<file path="config.mk">
export PLATFORM = sky130hd
export DESIGN_NAME = sha256_msg_feeder
export DESIGN_NICKNAME = d
export VERILOG_FILES = /design/src/rtl/sha256_msg_feeder.sv
export SDC_FILE = /design/constraint.sdc
export NUM_CORES = 1
export LEC_CHECK = 0
export ABC_CLOCK_PERIOD_IN_PS = 8080
export BUFFER_PORTS_ARGS = -buffer_cell sky130_fd_sc_hd__clkbuf_2
export CAP_MARGIN = 0
export CORE_AREA = 2 2 315 317
export CTS_CLUSTER_SIZE = 28
export DETAILED_ROUTE_END_ITERATION = 6
export DIE_AREA = 0 0 317 319
export SETUP_SLACK_MARGIN = 0.02
export SYNTH_ARGS = -nofsm -noshare
export SYNTH_HDL_FRONTEND = slang
export SYNTH_SLANG_ARGS = --single-unit
</file>
<file path="constraint.sdc">
create_clock -name clk -period 8.08 [get_ports clk]
set_input_delay 0.404 -clock clk [delete_from_list [all_inputs] [get_ports clk]]
set_output_delay 0.404 -clock clk [all_outputs]
set_load 0.005 [all_outputs]
</file>
<file path="src/rtl/sha256_msg_feeder.sv">
// Avalon-MM wrapper that buffers one SHA-256 message block, streams it to the
// core on request, and captures the final digest for host readback.
module sha256_msg_feeder #(
  parameter int NUM_WORDS = 16,
  parameter int DATA_W    = 32
) (
  input  logic              clk,
  input  logic              reset_n,
  input  logic [4:0]        avs_address,
  input  logic              avs_write,
  input  logic [DATA_W-1:0] avs_writedata,
  input  logic              avs_read,
  output logic [DATA_W-1:0] avs_readdata,
  output logic              core_start,
  input  logic              data_request,
  output logic [DATA_W-1:0] data_out,
  output logic              data_valid,
  input  logic              done_in,
  input  logic [255:0]      hash_in,
  output logic              irq
);

  localparam int PTR_W = $clog2(NUM_WORDS);
  localparam int CNT_W = PTR_W + 1;

  localparam logic [CNT_W-1:0] LAST_IDX    = CNT_W'(NUM_WORDS - 1);
  localparam logic [CNT_W-1:0] WORD_CNT    = CNT_W'(NUM_WORDS);
  localparam logic [4:0]       ADDR_WORDS  = 5'(NUM_WORDS);
  localparam logic [4:0]       ADDR_CTRL   = 5'd16;
  localparam logic [4:0]       ADDR_STATUS = 5'd17;

  typedef enum logic [1:0] {
    ST_IDLE   = 2'd0,
    ST_STREAM = 2'd1,
    ST_WAIT   = 2'd2
  } state_t;

  state_t                  state_r;
  logic [CNT_W-1:0]        ptr_r;
  logic                    busy_r;
  logic                    done_flag_r;
  logic                    irq_en_r;
  logic [7:0][31:0]        hash_r;
  logic [DATA_W-1:0]       msg_buf_r [NUM_WORDS];

  logic                    buf_wr_s;
  logic                    ctrl_wr_s;
  logic                    stat_rd_s;
  logic [DATA_W-1:0]       stat_s;
  logic [DATA_W-1:0]       rd_data_s;

  // Register access decode.
  always_comb begin
    buf_wr_s  = avs_write && (avs_address < ADDR_WORDS) && (state_r == ST_IDLE);
    ctrl_wr_s = avs_write && (avs_address == ADDR_CTRL);
    stat_rd_s = avs_read && (avs_address == ADDR_STATUS);
  end

  // Status word: busy, done, pointer.
  always_comb begin
    stat_s            = {DATA_W{1'b0}};
    stat_s[0]         = busy_r;
    stat_s[1]         = done_flag_r;
    stat_s[2 +: CNT_W] = ptr_r;
  end

  // Read-data mux; hash word k maps H0 (bits 255:224) to the lowest address.
  always_comb begin
    rd_data_s = {DATA_W{1'b0}};
    if (avs_address < ADDR_WORDS) begin
      rd_data_s = msg_buf_r[avs_address[PTR_W-1:0]];
    end else if (avs_address == ADDR_CTRL) begin
      rd_data_s[1] = irq_en_r;
    end else if (avs_address == ADDR_STATUS) begin
      rd_data_s = stat_s;
    end else if (avs_address[4:3] == 2'b11) begin
      rd_data_s = DATA_W'(hash_r[3'd7 - avs_address[2:0]]);
    end else begin
      rd_data_s = {DATA_W{1'b0}};
    end
  end

  // Message buffer storage; contents deliberately survive reset.
  always_ff @(posedge clk) begin
    if (buf_wr_s) begin
      msg_buf_r[avs_address[PTR_W-1:0]] <= avs_writedata;
    end
  end

  // Control FSM, stream outputs, digest capture and host readback.
  always_ff @(posedge clk or negedge reset_n) begin
    if (!reset_n) begin
      state_r      <= ST_IDLE;
      ptr_r        <= {CNT_W{1'b0}};
      busy_r       <= 1'b0;
      done_flag_r  <= 1'b0;
      irq_en_r     <= 1'b0;
      hash_r       <= {256{1'b0}};
      avs_readdata <= {DATA_W{1'b0}};
      core_start   <= 1'b0;
      data_out     <= {DATA_W{1'b0}};
      data_valid   <= 1'b0;
      irq          <= 1'b0;
    end else begin
      core_start <= 1'b0;
      data_valid <= 1'b0;
      irq        <= done_flag_r & irq_en_r;

      if (avs_read) begin
        avs_readdata <= rd_data_s;
      end
      if (ctrl_wr_s) begin
        irq_en_r <= avs_writedata[1];
      end
      // A same-cycle done capture below overrides this clear.
      if (stat_rd_s) begin
        done_flag_r <= 1'b0;
      end

      case (state_r)
        ST_IDLE: begin
          if (ctrl_wr_s && avs_writedata[0]) begin
            core_start  <= 1'b1;
            busy_r      <= 1'b1;
            done_flag_r <= 1'b0;
            ptr_r       <= {CNT_W{1'b0}};
            state_r     <= ST_STREAM;
          end
        end
        ST_STREAM: begin
          if (done_in) begin
            hash_r      <= hash_in;
            done_flag_r <= 1'b1;
            busy_r      <= 1'b0;
            ptr_r       <= {CNT_W{1'b0}};
            state_r     <= ST_IDLE;
          end else if (data_request && (ptr_r < WORD_CNT)) begin
            data_out   <= msg_buf_r[ptr_r[PTR_W-1:0]];
            data_valid <= 1'b1;
            ptr_r      <= ptr_r + {{(CNT_W-1){1'b0}}, 1'b1};
            if (ptr_r == LAST_IDX) begin
              state_r <= ST_WAIT;
            end
          end
        end
        ST_WAIT: begin
          if (done_in) begin
            hash_r      <= hash_in;
            done_flag_r <= 1'b1;
            busy_r      <= 1'b0;
            ptr_r       <= {CNT_W{1'b0}};
            state_r     <= ST_IDLE;
          end
        end
        default: begin
          state_r <= ST_IDLE;
        end
      endcase
    end
  end

endmodule
</file>
==> summary by stage <==
Floorplanning
The number of cell rows is 115. The vertical die dimension is 319 um. In this run the horizontal extent of the chip is 317 um. Pin placement for this block handled 366 I/O pins. The floorplan step defined a die boundary enclosing 0.101 mm^2. After floorplanning, the core was sized to cover 0.0977 mm^2.

The initial cell density of the core is 38.8%.

Timing
The sum of negative setup slack is 0 ns. Across the routed clock network, the largest skew measured is 0.0376 ns. The headroom to the max-slew limit is -2.51%. Based on the critical path, the design can be clocked at up to 297 MHz. The worst path uses 41.7% of the clock period.

The final setup violation count is 0. Setup repair after global routing left no endpoint under its margin. The hold slack is 0.0479 ns. The routed design could run at a clock period as short as 3.37 ns. The number of max-slew violations in the final report was 1. The final number of hold-violating endpoints is 0.

For the pin with the worst max-slew slack, the measured transition is 1.54 ns.

Yosys
The share of async-settable or async-resettable flops after synthesis is 39.4%. Among all flip-flop cells after synthesis, the most frequent one is sky130_fd_sc_hd__edfxtp_1. The number of warning messages in the yosys log is 0.

The cell count after synthesis is 2126. The number of nets in the synthesized netlist is 2431. A synthesized cell averages 17.8 um^2. In this run, synthesis inferred 512 flip-flops with an integrated enable.

Summed over all instances, the cell type with the most area after synthesis is sky130_fd_sc_hd__edfxtp_1. The combined area of all synthesized cells is 0.0379 mm^2. In the post-synthesis netlist, the biggest area contributors are sky130_fd_sc_hd__edfxtp_1, sky130_fd_sc_hd__dfrtp_1, sky130_fd_sc_hd__mux4_2, sky130_fd_sc_hd__mux2_2, sky130_fd_sc_hd__mux2i_1. The number of synthesized register bits is 845. The sequential fraction of the synthesis area is 62.6%. The area share of the leading cell type in the synthesized netlist is 40.6%. The count of unique library cells instantiated by Yosys is 54.

Drt
In the routed design, unresolved DRC markers number 0. Signal routing reaches up to met5. For this block, the routed nets add up to 115 mm of wire.

The routed via count divided by cell count is 5.75. The number of antenna-violating nets in the routed design is 0. In the final routing, the length of wire on met1 measures 47.1 mm. For this run, the detailed router's first-pass iteration total came to 5.

The first routing iteration left 1947 violations. After detailed routing, the met3 layer carries 9.48 mm of wire. The post-detailed-route wirelength per cell is 28.2 um. Wire segments on met2 add up to 54.7 mm in the final route. Across all layers, the routed design uses 23500 vias.

Worst setup path
STA classifies the critical path startpoint as a flop. The arrival time of data at the critical path endpoint is 3.91 ns. The critical path capture point type is a flop. For flop-to-flop paths, the worst setup slack is 4.71 ns.

The cell count of the worst reg-to-reg path is 4. The highest net fanout along the worst path is 67. The endpoint required time on the critical path is 8.62 ns. The end of the worst register-to-register path is data_out[15].

The startpoint of the lowest-slack register-to-register path is ptr_r[1]. The start-to-end type of the worst setup path is reg -> reg.

Finish
The area overhead of the layout relative to synthesis is 23.2%. The area of all placed cells without fillers is 0.0467 mm^2. The post-route netlist has 40.3% of its cells at a drive strength greater than 1.

The net count of the finished layout is 3023.

Status
The final reports fail on max-slew violations. The flow ran to the end, but the final reports show violations.

Placed design
The global placement routability congestion is 0.817. After detailed placement, the total cell area comes to 0.0411 mm^2. The number of buffer cells added on primary ports is 365.

The detailed placement HPWL is 69.9 mm.

CTS
The clock latency reported for the late side of the worst-skew pair is 0.67 ns. The number of clock buffers added by TritonCTS is 91. In this run the post-CTS setup repair buffer count came out at 0.

The CTS H-tree depth is 3. The CTS sink count is 845. TritonCTS built the clock tree. The CTS root buffer is sky130_fd_sc_hd__clkbuf_16. Post-CTS repair changed the size of 0 cells. After clock tree synthesis, the clock-pin slew on the worst setup and hold paths is 0.06 ns. The clock passes through at most 3 buffers.

Power and ir drop
The maximum ir drop on the vdd rail is 209 uV. The reported leakage power is 17.2 nW. In this run the power density over the cells is 286 mW/mm^2.

Min path
The worst hold path begins at hash_in[253]. The destination of the worst hold path is hash_r[253]. The path category of the worst min-delay check is in -> reg. Along the worst hold path, the cell count comes to 2.

Global route
The number of antenna violations at the first check in global routing was 16. The leftover overflow at the end of global routing is 0. Global routing used 23.0% of the available tracks. The via count of the first global-routing pass is 25300. The first global-routing pass estimated 170 mm of wire.

The largest net degree at the start of global routing is 169.

Run
The tool flagged a number of max-cap violations equal to 0.
## registers in the layout (all words and copies together) (netlist names)
| name | count |
|---|---|
| ptr_r | 5 |
| hash_r | 256 |
| data_valid | 1 |
| msg_buf_r | 512 |
| irq | 1 |
| irq_en_r | 1 |
| busy_r | 1 |
| state_r | 2 |
| done_flag_r | 1 |
| avs_readdata | 32 |
| core_start | 1 |
| data_out | 32 |
## final cells by class
| cell class | count | area, um^2 |
|---|---|---|
| sequential | 845 | 23700 |
| timing repair buffer | 663 | 4730 |
| multi-input combinational | 1102 | 13500 |
| inverter | 15 | 56.3 |
| clock inverter | 37 | 463 |
| clock buffer | 131 | 2560 |
| tap | 1287 | 1610 |
| fill | 8173 | 51000 |
| antenna | 8 | 20.0 |
## worst max path at each step
stage / from / endpoint / slack [ns] / cells past startpoint
6_report: ptr_r[1] / data_out[15] / 4.71 / 4
5_1_grt: ptr_r[0] / data_out[15] / 4.47 / 4
2_1_floorplan: avs_address[0] / msg_buf_r[15][0] / 4.84 / 7
4_1_cts: ptr_r[0] / data_out[18] / 4.67 / 4
3_5_place_dp: avs_address[0] / avs_readdata[17] / 4.24 / 6
3_3_place_gp: avs_address[0] / avs_readdata[17] / 4.29 / 6
## cells by family (layout without fill, tap and decap cells)
| group | Yosys count | count (layout) | synth area share (%) |
|---|---|---|---|
| other cells | 0 | 8 | 0 |
| buf+inv | 179 | 846 | 2.18 |
| simple gates | 168 | 168 | 2.14 |
| fa+ha+maj | 6 | 6 | 0.198 |
| compound gates | 216 | 216 | 4.53 |
| mux | 712 | 712 | 28.3 |
| flops | 845 | 845 | 62.6 |
## layer usage
metal / vias to the layer above / GRT usage [%]
li1: 9896 / -
met5: - / 0
met1: 12400 / 30.6
met4: 14 / 8.55
met2: 1008 / 36.1
met3: 234 / 5.95
## worst max-delay path: stages (launching register included)
cell and delay, ns:
sky130_fd_sc_hd__dfrtp_4 1.11, sky130_fd_sc_hd__buf_4 0.96, sky130_fd_sc_hd__mux4_2 0.43, sky130_fd_sc_hd__mux2_2 0.34, sky130_fd_sc_hd__a221o_1 0.33
## cells in the final DEF, fill, tap and decap left out, types with 17 or more instances in the layout
cell type and count:
sky130_fd_sc_hd__clkbuf_16 93, sky130_fd_sc_hd__dfrtp_1 330, sky130_fd_sc_hd__a221oi_1 27, sky130_fd_sc_hd__nor2_1 32, sky130_fd_sc_hd__edfxtp_1 512, sky130_fd_sc_hd__a221o_1 34
sky130_fd_sc_hd__nor3_1 32, sky130_fd_sc_hd__a31oi_1 28, sky130_fd_sc_hd__buf_4 46, sky130_fd_sc_hd__a22oi_1 79, sky130_fd_sc_hd__nor2_4 17, sky130_fd_sc_hd__dlygate4sd3_1 251
sky130_fd_sc_hd__mux2i_1 160, sky130_fd_sc_hd__mux2_2 293, sky130_fd_sc_hd__mux4_2 259, sky130_fd_sc_hd__clkbuf_2 362, sky130_fd_sc_hd__nand3_1 29, sky130_fd_sc_hd__clkbuf_1 29
sky130_fd_sc_hd__nand2_1 19
## synth_stat cells (2+ instances only)
cell type                   number
sky130_fd_sc_hd__a211oi_1        4
sky130_fd_sc_hd__mux2_2        293
sky130_fd_sc_hd__clkbuf_1       98
sky130_fd_sc_hd__edfxtp_1      512
sky130_fd_sc_hd__and3_1          5
sky130_fd_sc_hd__inv_1          14
sky130_fd_sc_hd__nand3b_1        3
sky130_fd_sc_hd__o211ai_1        3
sky130_fd_sc_hd__o2bb2ai_1       3
sky130_fd_sc_hd__a221o_1        34
sky130_fd_sc_hd__buf_4          14
sky130_fd_sc_hd__a221oi_1       27
sky130_fd_sc_hd__o21ai_0         4
sky130_fd_sc_hd__nand3_1        29
sky130_fd_sc_hd__buf_1          13
sky130_fd_sc_hd__and2_1          5
sky130_fd_sc_hd__nor3b_1         2
sky130_fd_sc_hd__a22oi_1        79
sky130_fd_sc_hd__a2bb2oi_1       3
sky130_fd_sc_hd__nand2b_1        4
sky130_fd_sc_hd__nor2_1         52
sky130_fd_sc_hd__dfrtp_1       333
sky130_fd_sc_hd__nand2_1        20
sky130_fd_sc_hd__o41ai_1         2
sky130_fd_sc_hd__o22a_1          3
sky130_fd_sc_hd__a21oi_1         6
sky130_fd_sc_hd__a2111oi_0       2
sky130_fd_sc_hd__o221ai_1        5
sky130_fd_sc_hd__a21o_1          2
sky130_fd_sc_hd__ha_1            6
sky130_fd_sc_hd__a211o_1         3
sky130_fd_sc_hd__buf_2          30
sky130_fd_sc_hd__nor2b_1         7
sky130_fd_sc_hd__a31oi_1        28
sky130_fd_sc_hd__o2111ai_1       3
sky130_fd_sc_hd__mux4_2        259
sky130_fd_sc_hd__buf_6           8
sky130_fd_sc_hd__nor3_1         33
sky130_fd_sc_hd__mux2i_1       160
## what timing repair did
| item | CTS | global route |
|---|---|---|
| hold buffers | 251 | 0 |
| endpoints found under the setup margin | 0 | 0 |
| endpoints found under the hold margin | 335 | 0 |
## power breakdown
part | internal [mW] | switching [mW]
clock network | 2.47 | 1.74
registers | 5.39 | 0.599
logic | 1.84 | 1.29
## per-stage QoR
step | util, % | total power, mW | worst slack (ns) | cells
6_report | 47.8 | 13.3 | 4.71 | 4088
3_3_place_gp | 42.1 | 9.02 | 4.29 | 3660
2_1_floorplan | - | 8.11 | 4.84 | 2126
4_1_cts | 47.7 | 13.4 | 4.67 | 4079
3_5_place_dp | 42.1 | 9.13 | 4.24 | 3660
5_1_grt | 47.8 | 14.0 | 4.47 | 4087
Power figures use the tool's default switching activity.
